### src/rtl/mips32_mem_arbiter_if.sv
// Bus bundle between the MIPS32 fetch/data requesters, the memory arbiter and the unified memory.
// The slave modport is the arbiter's view; master is the requester/memory side.
interface mips32_mem_arbiter_if #(
    parameter int ADDR_W = 10,
    parameter int DATA_W = 32
);
    logic              if_req;
    logic [ADDR_W-1:0] if_addr;
    logic              if_gnt;
    logic              if_rvalid;
    logic [DATA_W-1:0] if_rdata;

    logic              dm_req;
    logic              dm_we;
    logic [ADDR_W-1:0] dm_addr;
    logic [DATA_W-1:0] dm_wdata;
    logic              dm_gnt;
    logic              dm_rvalid;
    logic [DATA_W-1:0] dm_rdata;

    logic              mem_en;
    logic              mem_we;
    logic [ADDR_W-1:0] mem_addr;
    logic [DATA_W-1:0] mem_wdata;
    logic [DATA_W-1:0] mem_rdata;

    logic              busy;

    modport slave (
        input  if_req, if_addr,
        input  dm_req, dm_we, dm_addr, dm_wdata,
        input  mem_rdata,
        output if_gnt, if_rvalid, if_rdata,
        output dm_gnt, dm_rvalid, dm_rdata,
        output mem_en, mem_we, mem_addr, mem_wdata,
        output busy
    );

    modport master (
        output if_req, if_addr,
        output dm_req, dm_we, dm_addr, dm_wdata,
        output mem_rdata,
        input  if_gnt, if_rvalid, if_rdata,
        input  dm_gnt, dm_rvalid, dm_rdata,
        input  mem_en, mem_we, mem_addr, mem_wdata,
        input  busy
    );
endinterface

### src/rtl/mips32_mem_arbiter.sv
// Single-port arbiter sharing one unified memory between MIPS32 fetch and data ports.
// Define MIPS32_ARB_RR_EN for round-robin tie breaking; default is fixed data-over-fetch priority.
module mips32_mem_arbiter #(
    parameter int ADDR_W  = 10,
    parameter int DATA_W  = 32,
    parameter int MEM_LAT = 2
) (
    input  logic                    clk,
    input  logic                    rst,
    mips32_mem_arbiter_if.slave     bus
);

    typedef enum logic [1:0] {
        IDLE   = 2'd0,
        ACCESS = 2'd1,
        RESP   = 2'd2
    } state_e;

    typedef enum logic {
        OWN_IF = 1'b0,
        OWN_DM = 1'b1
    } owner_e;

    localparam logic [3:0] LAT_INIT = 4'(MEM_LAT);

    state_e            state, state_n;
    logic [3:0]        lat_cnt, lat_cnt_n;
    owner_e            owner, owner_n;
    logic              cmd_we, cmd_we_n;

    logic              if_gnt_q, if_gnt_n;
    logic              dm_gnt_q, dm_gnt_n;
    logic              if_rvalid_q, if_rvalid_n;
    logic              dm_rvalid_q, dm_rvalid_n;
    logic [DATA_W-1:0] if_rdata_q, if_rdata_n;
    logic [DATA_W-1:0] dm_rdata_q, dm_rdata_n;

    logic              mem_en_q, mem_en_n;
    logic              mem_we_q, mem_we_n;
    logic [ADDR_W-1:0] mem_addr_q, mem_addr_n;
    logic [DATA_W-1:0] mem_wdata_q, mem_wdata_n;

    logic              any_req;
    logic              pick_dm;

    assign any_req = bus.if_req | bus.dm_req;

`ifdef MIPS32_ARB_RR_EN
    owner_e last_owner;

    // On a tie the port that was not granted most recently wins.
    always_comb begin
        pick_dm = bus.dm_req & (~bus.if_req | (last_owner == OWN_IF));
    end

    always_ff @(posedge clk) begin
        if (rst) begin
            last_owner <= OWN_IF;
        end else if (state == IDLE && any_req) begin
            last_owner <= owner_n;
        end
    end
`else
    always_comb begin
        pick_dm = bus.dm_req;
    end
`endif

    always_comb begin
        state_n     = state;
        lat_cnt_n   = lat_cnt;
        owner_n     = owner;
        cmd_we_n    = cmd_we;
        if_gnt_n    = 1'b0;
        dm_gnt_n    = 1'b0;
        if_rvalid_n = 1'b0;
        dm_rvalid_n = 1'b0;
        if_rdata_n  = if_rdata_q;
        dm_rdata_n  = dm_rdata_q;
        mem_en_n    = 1'b0;
        mem_we_n    = 1'b0;
        mem_addr_n  = mem_addr_q;
        mem_wdata_n = mem_wdata_q;

        unique case (state)
            IDLE: begin
                if (any_req) begin
                    state_n   = ACCESS;
                    lat_cnt_n = LAT_INIT;
                    mem_en_n  = 1'b1;
                    if (pick_dm) begin
                        owner_n     = OWN_DM;
                        cmd_we_n    = bus.dm_we;
                        dm_gnt_n    = 1'b1;
                        mem_we_n    = bus.dm_we;
                        mem_addr_n  = bus.dm_addr;
                        mem_wdata_n = bus.dm_wdata;
                    end else begin
                        owner_n     = OWN_IF;
                        cmd_we_n    = 1'b0;
                        if_gnt_n    = 1'b1;
                        mem_addr_n  = bus.if_addr;
                        mem_wdata_n = '0;
                    end
                end
            end

            ACCESS: begin
                // Count runs to 0, not 1: mem_en is high in the first ACCESS cycle,
                // so read data lands MEM_LAT cycles later, one cycle after the count hits 1.
                if (lat_cnt == 4'd0) begin
                    state_n = RESP;
                    if (owner == OWN_DM) begin
                        dm_rvalid_n = 1'b1;
                        dm_rdata_n  = cmd_we ? '0 : bus.mem_rdata;
                    end else begin
                        if_rvalid_n = 1'b1;
                        if_rdata_n  = bus.mem_rdata;
                    end
                end else begin
                    lat_cnt_n = lat_cnt - 4'd1;
                end
            end

            RESP: begin
                state_n = IDLE;
            end

            default: begin
                state_n = IDLE;
            end
        endcase
    end

    always_ff @(posedge clk) begin
        if (rst) begin
            state       <= IDLE;
            lat_cnt     <= '0;
            owner       <= OWN_IF;
            cmd_we      <= 1'b0;
            if_gnt_q    <= 1'b0;
            dm_gnt_q    <= 1'b0;
            if_rvalid_q <= 1'b0;
            dm_rvalid_q <= 1'b0;
            if_rdata_q  <= '0;
            dm_rdata_q  <= '0;
            mem_en_q    <= 1'b0;
            mem_we_q    <= 1'b0;
            mem_addr_q  <= '0;
            mem_wdata_q <= '0;
        end else begin
            state       <= state_n;
            lat_cnt     <= lat_cnt_n;
            owner       <= owner_n;
            cmd_we      <= cmd_we_n;
            if_gnt_q    <= if_gnt_n;
            dm_gnt_q    <= dm_gnt_n;
            if_rvalid_q <= if_rvalid_n;
            dm_rvalid_q <= dm_rvalid_n;
            if_rdata_q  <= if_rdata_n;
            dm_rdata_q  <= dm_rdata_n;
            mem_en_q    <= mem_en_n;
            mem_we_q    <= mem_we_n;
            mem_addr_q  <= mem_addr_n;
            mem_wdata_q <= mem_wdata_n;
        end
    end

    assign bus.if_gnt    = if_gnt_q;
    assign bus.dm_gnt    = dm_gnt_q;
    assign bus.if_rvalid = if_rvalid_q;
    assign bus.dm_rvalid = dm_rvalid_q;
    assign bus.if_rdata  = if_rdata_q;
    assign bus.dm_rdata  = dm_rdata_q;
    assign bus.mem_en    = mem_en_q;
    assign bus.mem_we    = mem_we_q;
    assign bus.mem_addr  = mem_addr_q;
    assign bus.mem_wdata = mem_wdata_q;
    assign bus.busy      = (state != IDLE);

endmodule

### src/flat_wrapper.sv
// flat-port wrapper written by rule: the top's interface ports become plain ports
module mips32_mem_arbiter_flat 
#(
    parameter int ADDR_W  = 10,
    parameter int DATA_W  = 32,
    parameter int MEM_LAT = 2
)
  (clk, rst, bus_if_req, bus_if_addr, bus_dm_req, bus_dm_we, bus_dm_addr, bus_dm_wdata, bus_mem_rdata, bus_if_gnt, bus_if_rvalid, bus_if_rdata, bus_dm_gnt, bus_dm_rvalid, bus_dm_rdata, bus_mem_en, bus_mem_we, bus_mem_addr, bus_mem_wdata, bus_busy);
  mips32_mem_arbiter_if #(.ADDR_W(ADDR_W), .DATA_W(DATA_W)) bus_i ();
  input  logic clk;
  input  logic rst;
  input wire logic [$bits(bus_i.if_req)-1:0] bus_if_req;
  input wire logic [$bits(bus_i.if_addr)-1:0] bus_if_addr;
  input wire logic [$bits(bus_i.dm_req)-1:0] bus_dm_req;
  input wire logic [$bits(bus_i.dm_we)-1:0] bus_dm_we;
  input wire logic [$bits(bus_i.dm_addr)-1:0] bus_dm_addr;
  input wire logic [$bits(bus_i.dm_wdata)-1:0] bus_dm_wdata;
  input wire logic [$bits(bus_i.mem_rdata)-1:0] bus_mem_rdata;
  output wire logic [$bits(bus_i.if_gnt)-1:0] bus_if_gnt;
  output wire logic [$bits(bus_i.if_rvalid)-1:0] bus_if_rvalid;
  output wire logic [$bits(bus_i.if_rdata)-1:0] bus_if_rdata;
  output wire logic [$bits(bus_i.dm_gnt)-1:0] bus_dm_gnt;
  output wire logic [$bits(bus_i.dm_rvalid)-1:0] bus_dm_rvalid;
  output wire logic [$bits(bus_i.dm_rdata)-1:0] bus_dm_rdata;
  output wire logic [$bits(bus_i.mem_en)-1:0] bus_mem_en;
  output wire logic [$bits(bus_i.mem_we)-1:0] bus_mem_we;
  output wire logic [$bits(bus_i.mem_addr)-1:0] bus_mem_addr;
  output wire logic [$bits(bus_i.mem_wdata)-1:0] bus_mem_wdata;
  output wire logic [$bits(bus_i.busy)-1:0] bus_busy;
  assign bus_i.if_req = bus_if_req;
  assign bus_i.if_addr = bus_if_addr;
  assign bus_i.dm_req = bus_dm_req;
  assign bus_i.dm_we = bus_dm_we;
  assign bus_i.dm_addr = bus_dm_addr;
  assign bus_i.dm_wdata = bus_dm_wdata;
  assign bus_i.mem_rdata = bus_mem_rdata;
  assign bus_if_gnt = bus_i.if_gnt;
  assign bus_if_rvalid = bus_i.if_rvalid;
  assign bus_if_rdata = bus_i.if_rdata;
  assign bus_dm_gnt = bus_i.dm_gnt;
  assign bus_dm_rvalid = bus_i.dm_rvalid;
  assign bus_dm_rdata = bus_i.dm_rdata;
  assign bus_mem_en = bus_i.mem_en;
  assign bus_mem_we = bus_i.mem_we;
  assign bus_mem_addr = bus_i.mem_addr;
  assign bus_mem_wdata = bus_i.mem_wdata;
  assign bus_busy = bus_i.busy;
  mips32_mem_arbiter #(.ADDR_W(ADDR_W), .DATA_W(DATA_W), .MEM_LAT(MEM_LAT)) u_core (.clk(clk), .rst(rst), .bus(bus_i));
endmodule
### config.mk
export PLATFORM = sky130hd
export DESIGN_NAME = mips32_mem_arbiter_flat
export DESIGN_NICKNAME = d
export VERILOG_FILES = /design/src/rtl/mips32_mem_arbiter_if.sv /design/src/rtl/mips32_mem_arbiter.sv /design/src/flat_wrapper.sv
export SDC_FILE = /design/constraint.sdc
export NUM_CORES = 1
export LEC_CHECK = 0
export CAP_MARGIN = 30
export CORE_MARGIN = 8
export CORE_UTILIZATION = 55
export DETAILED_ROUTE_END_ITERATION = 12
export DONT_BUFFER_PORTS = 1
export MAX_ROUTING_LAYER = met4
export PLACE_DENSITY_LB_ADDON = 0.1
export SLEW_MARGIN = 20
export SYNTH_ARGS = -nofsm -noshare
export SYNTH_HDL_FRONTEND = slang
export SYNTH_SLANG_ARGS = --single-unit
### constraint.sdc
create_clock -name clk -period 2.3 [get_ports clk]
set_input_delay 0.23 -clock clk [delete_from_list [all_inputs] [get_ports clk]]
set_output_delay 0.23 -clock clk [all_outputs]
set_load 0.05 [all_outputs]
Yosys cells after proc, flatten, opt, wreduce, memory -nomap -nowiden
Cells that the tools add are included.
{"block": "word_totals", "regBits": 120, "output_inout_bits": 113}
{"block": "op_classes", "n_mux": 15, "n_eq_ne": 4, "reduce_logical": 12, "addsub": 1, "n_bitwise": 6}
{"cell": "$mux W32", "count": 2}
{"cell": "$mux W10", "count": 1}
{"cell": "$reduce_and A3 Y1", "count": 3}
{"cell": "$mux W4", "count": 2}
{"cell": "$pmux W4 S2", "count": 1}
{"cell": "$mux W1", "count": 6}
{"cell": "$reduce_or A3 Y1", "count": 2}
{"cell": "$not A1 Y1", "count": 5}
{"cell": "$logic_not A4 Y1", "count": 1}
{"cell": "$mux W2", "count": 2}
{"cell": "$ne A2 B1 Y1 const B", "count": 2}
{"cell": "$pmux W2 S2", "count": 1}
{"cell": "$reduce_and A2 Y1", "count": 2}
{"cell": "$reduce_bool A2 Y1", "count": 2}
{"cell": "$sub A4 B1 Y4 const B", "count": 1}
{"cell": "$eq A2 B1 Y1 const B", "count": 1}
{"cell": "$logic_not A2 Y1", "count": 1}
{"cell": "$ne A2 B2 Y1 const B", "count": 1}
{"cell": "$reduce_or A2 Y1", "count": 1}
{"cell": "$or A1 B1 Y1", "count": 1}

Logic depth before layout (Yosys ltp)
{"block": "depth", "word_depth": 3, "mapped_depth": 7, "mapped_depth_nobuf": 5}

Worst setup path after synthesis
OpenSTA, ideal clock, no wires.
{"block": "synth_timing", "path_type": "reg2reg", "start": "reg u_core.lat_cnt[0]", "end": "reg u_core.if_rdata_q[0] (netlist: u_core.bus.if_rdata[0])", "t_arrival_ns": 1.434, "path_stages_with_launch": 8, "period_less_slack_ns": 1.505, "slack_ns": 0.795, "required_time_ns": 2.228, "path_cell_list": "dfxtp_1 inv_1 ha_1 nand4bb_1 buf_2 nor3_4 buf_8 mux2i_1"}
{"block": "synth_via", "elab_chain_cells": 2}
{"element": "start: declaration", "line_no": "mips32_mem_arbiter.sv:27", "rtl": "logic [3:0] lat_cnt, lat_cnt_n;"}
{"element": "start signal: assignment", "line_no": "mips32_mem_arbiter.sv:153", "rtl": "lat_cnt <= lat_cnt_n;"}
{"element": "$logic_not A4 Y1", "line_no": "mips32_mem_arbiter.sv:111", "rtl": "if (lat_cnt == 4'd0) begin"}
{"element": "$reduce_and A3 Y1 (no source line)"}
{"element": "end signal: assignment", "line_no": "mips32_mem_arbiter.sv:160", "rtl": "if_rdata_q <= if_rdata_n;"}
{"element": "end: declaration", "line_no": "mips32_mem_arbiter.sv:35", "rtl": "logic [DATA_W-1:0] if_rdata_q, if_rdata_n;"}
No other way between the ends.
A chain may end at the register's enable or synchronous reset.

Final worst setup path
{"block": "layout_timing", "start": "reg u_core.lat_cnt[0]", "end": "reg u_core.dm_rdata_q[20] (netlist: u_core.bus.dm_rdata[20])"}
{"block": "layout_via", "elab_chain_cells": 2}
{"element": "$logic_not A4 Y1", "line_no": "mips32_mem_arbiter.sv:111"}
{"element": "$reduce_and A3 Y1 (no source line)"}
{"element": "end signal: assignment", "line_no": "mips32_mem_arbiter.sv:161", "rtl": "dm_rdata_q <= dm_rdata_n;"}
{"element": "end: declaration", "line_no": "mips32_mem_arbiter.sv:36", "rtl": "logic [DATA_W-1:0] dm_rdata_q, dm_rdata_n;"}
No other way between the ends.

==> impl_results.md <==
- Status: completed
- I/O pin count: between 200 and 250
- DRT iter0 DRCs: 220
- Worst r2r src: u_core.lat_cnt[0]
- Period utilisation layout: between 80% and 90%
- Syn. warnings: 0
- Hold WS: 0.02316 ns
- CP endpoint kind: flop
- Routed len/inst: around 20 µm
- Die area: 11540 µm²
- Setup-failing EPs final: 0
- WL final: between 10000 and 15000 µm
- Total gr overflow: 0
- Max IR drop VDD: 609.4 µV
- Design internal power: around 4000 µW
- Longest Clk Path Bufs: 2
- Ys async rst share: 0%
- Sw Pwr: 1996 µW
- Clk root buf: clkbuf_8
- Post-Syn Area per Cell: 9.955 µm²
- Core Footprint: 8175 µm²
- Leading area contributor after synthesis: dfxtp_1
- Area fraction of the dominant cell type after synthesis: 52.23%
- Die H: 107.4 µm
- Pre-antenna DRT Iters: 5
- Die W: 107.4 µm
- Routed Antenna Nets: 0
- Number of H-tree levels: 4
- Residual DRC: 0
- Final critical-path required period: roughly 2.1 ns
- Filler instances: 575
- Ratio of cells with drive above 1 in the final layout: around a tenth
- CTS Sinks: 120
- Num CTS Buffers: 17
- Net Count, Synth: 553
- Via count: 3794
- Largest net degree at the start of global routing: 65
- FF+latch count, synth: 120
- FMAX: 484.8 MHz
- First-pass GRT wire length: 20550 µm
- Placed cell count: 531
- Vias in the first global route: 3892
- Crit path DAT: 2.52 ns
- Initial antenna violation count: 0
- Cells after Synth: 462
- MaxCap Viol Count: 0
- Crit-path leading delay family: buffers and inverters
- Max_slew headroom: 58.70%
- Fin area: 6061 µm²
- Crit path from: u_core.lat_cnt[0]
- EDFF count, synth: 0
- Main area contributors after synthesis: dfxtp_1 (52%), mux2i_1 (9.1%), a22o_1 (6.3%)
- Clock latency at the later pin of the worst-skew pair: a little over 0.5 ns
- Initial Util: 56.26%
- Synthesized area: 4599 µm²
- Gate power share: 11.8%
- Area delta synth->final: 31.77%
- Crit Path Class: reg -> reg
- PwrDens: between 1000 and 1500 nW/µm²
- Crit-path max cell delay: 0.56 ns
- Nets: around 620
- Static Leak: 0.002259 µW
- TritonCTS clock tree: done
- CP Max Fanout: 35
- Critical Path Source Type: flop
- Worst EP required: around 2.8 ns
- Worst path buffer plus inverter count: 3
- Post-DP Area: 4581 µm²
- HP Class: in -> reg
- Setup TNS Final: 0 ns
- Finished Core Util: about three quarters
- Clock share of power: about two fifths
- Hold Vio Cnt, Final: 0
- Average via count per standard cell: 5.828
- Slew @ Worst Pin: 0.6175 ns
- Hold Path Origin: bus_dm_addr[6]
- N_diodes: 0
- Clk pin slew, worst setup/hold paths: about 0.060 ns
- Dpl hpwl: 7763 µm
- Num rows: 33
- Port bufs: 0
- Cell Count, Final, Fillers Out: 651
- Clock skew: 0.01007 ns
- GRT Overall Usage: roughly 23%
- Synth Flop Type: dfxtp_1
- Switching Share: approximately a third
- Flop pwr share: 46.5%
- Critical path's slowest cell: dlygate4sd3_1
- Final slew viol count: 0
- RSZ-0062 raised after global routing: no
- Cell Chain, Critical Path: inv_1 -> ha_1 -> nand4bb_1 -> buf_4 -> o21ai_0 -> a21oi_1 -> dlygate4sd3_1
- Cell variety after synth: 36
- Seq/Total Area, Yosys: 52.23%
- GP Congestion: 0.7958
[area by class of cell]
type                            count  area, µm²  share of cell area (%)
Sequential cell                   120       2402                   39.64
Multi-Input combinational cell    292       1952                   32.20
Timing Repair Buffer               97      975.9                   16.10
Clock buffer                       17      414.1                   6.833
Clock inverter                     15      166.4                   2.746
Tap cell                          105      131.4                   2.168
Inverter                            5      18.77                  0.3097
[stage by stage]
stage	power, µW	setup slack [ns]
2_1_floorplan	3329	0.7946
3_3_place_gp	3423	0.6525
3_5_place_dp	3434	0.5726
4_1_cts	6134	0.06950
5_1_grt	6341	0.02428
6_report	6118	0.2371
[power by group through the flow]
| stage | Sequential [µW] | Combinational (µW) | Clock [µW] |
|---|---|---|---|
| 2_1_floorplan | 2840 | 489 | 0 |
| 3_3_place_gp | 2900 | 528 | 0 |
| 3_5_place_dp | 2890 | 541 | 0 |
| 4_1_cts | 2850 | 693 | 2590 |
| 5_1_grt | 2860 | 783 | 2690 |
| 6_report | 2840 | 721 | 2550 |
[timing repair]
| action | in CTS | in global routing |
|---|---|---|
| endpoints found under the setup margin | 0 | 1 |
| hold endpoints to repair | 116 | 0 |
| hold buffers | 87 | 0 |
| gates resized for setup | 0 | 1 |
| buffers inserted | 0 | 0 |
[cell usage after synthesis, types with 2 or more instances]
master    number
dfxtp_1      120
nand2_1       65
a21oi_1       44
mux2i_1       42
o21ai_0       34
a22o_1        33
nand4b_1      32
clkbuf_1      21
buf_2         17
a211oi_1      10
inv_1          5
buf_8          3
nor2_1         3
nor3_1         3
a21boi_0       2
buf_4          2
ha_1           2
nand2b_1       2
nor3b_1        2
or2_2          2
or3_1          2
or4_1          2
[cell usage in the layout, fill, tap and decap left out, types with 2 or more instances in the layout]
cell type / count
a211oi_1: 10
a21boi_0: 2
a21oi_1: 44
a22o_1: 33
buf_12: 2
buf_4: 8
bufinv_16: 2
clkbuf_16: 16
clkinv_2: 2
clkinv_4: 4
clkinvlp_4: 2
dfxtp_1: 120
dlygate4sd3_1: 86
ha_1: 2
inv_1: 4
inv_6: 4
mux2i_1: 42
nand2_1: 65
nand2b_1: 2
nand4b_1: 32
nor2_1: 3
nor3_1: 3
nor3b_1: 2
o21ai_0: 34
or2_2: 2
or3_1: 2
or4_1: 2
[sequential cells by signal, summed over array words and instances, names as in the netlist, 2 cells and up]
signal	count
u_core.bus.mem_wdata	32
u_core.state	2
u_core.bus.mem_addr	10
u_core.bus.if_rdata	32
u_core.bus.dm_rdata	32
u_core.lat_cnt	4
[final timing paths]
path                                   to  slack (ns)  depth (start not counted)
setup / recovery  u_core.bus.dm_rdata[20]        0.24                          7
hold / removal     u_core.bus.mem_addr[6]        0.02                          2
setup reg to reg  u_core.bus.dm_rdata[20]        0.24                          7
hold reg to reg         u_core.lat_cnt[0]        0.51                          2
[cells by family (layout without fill, tap and decap cells)]
group / after synthesis / in the layout / synth area share (%)
adder cells (fa/ha/maj): 2 / 2 / 0.5440
AND/OR/NAND/NOR: 121 / 121 / 14.99
flip-flops: 120 / 120 / 52.23
multiplexers: 42 / 42 / 9.140
buffers and inverters: 50 / 134 / 5.468
AO/OA/AOI/OAI: 127 / 127 / 17.63
[per-layer routing]
layer  GRT usage (%)  share of wire, %  vias up
met1           25.62                40     1787
met3           8.503               9.5       24
met4           8.226               1.8        0
li1                -                 -     1813
met5               -                 0        -
met2           36.76                49      170
Note: power is estimated with default switching activity, not from simulation.
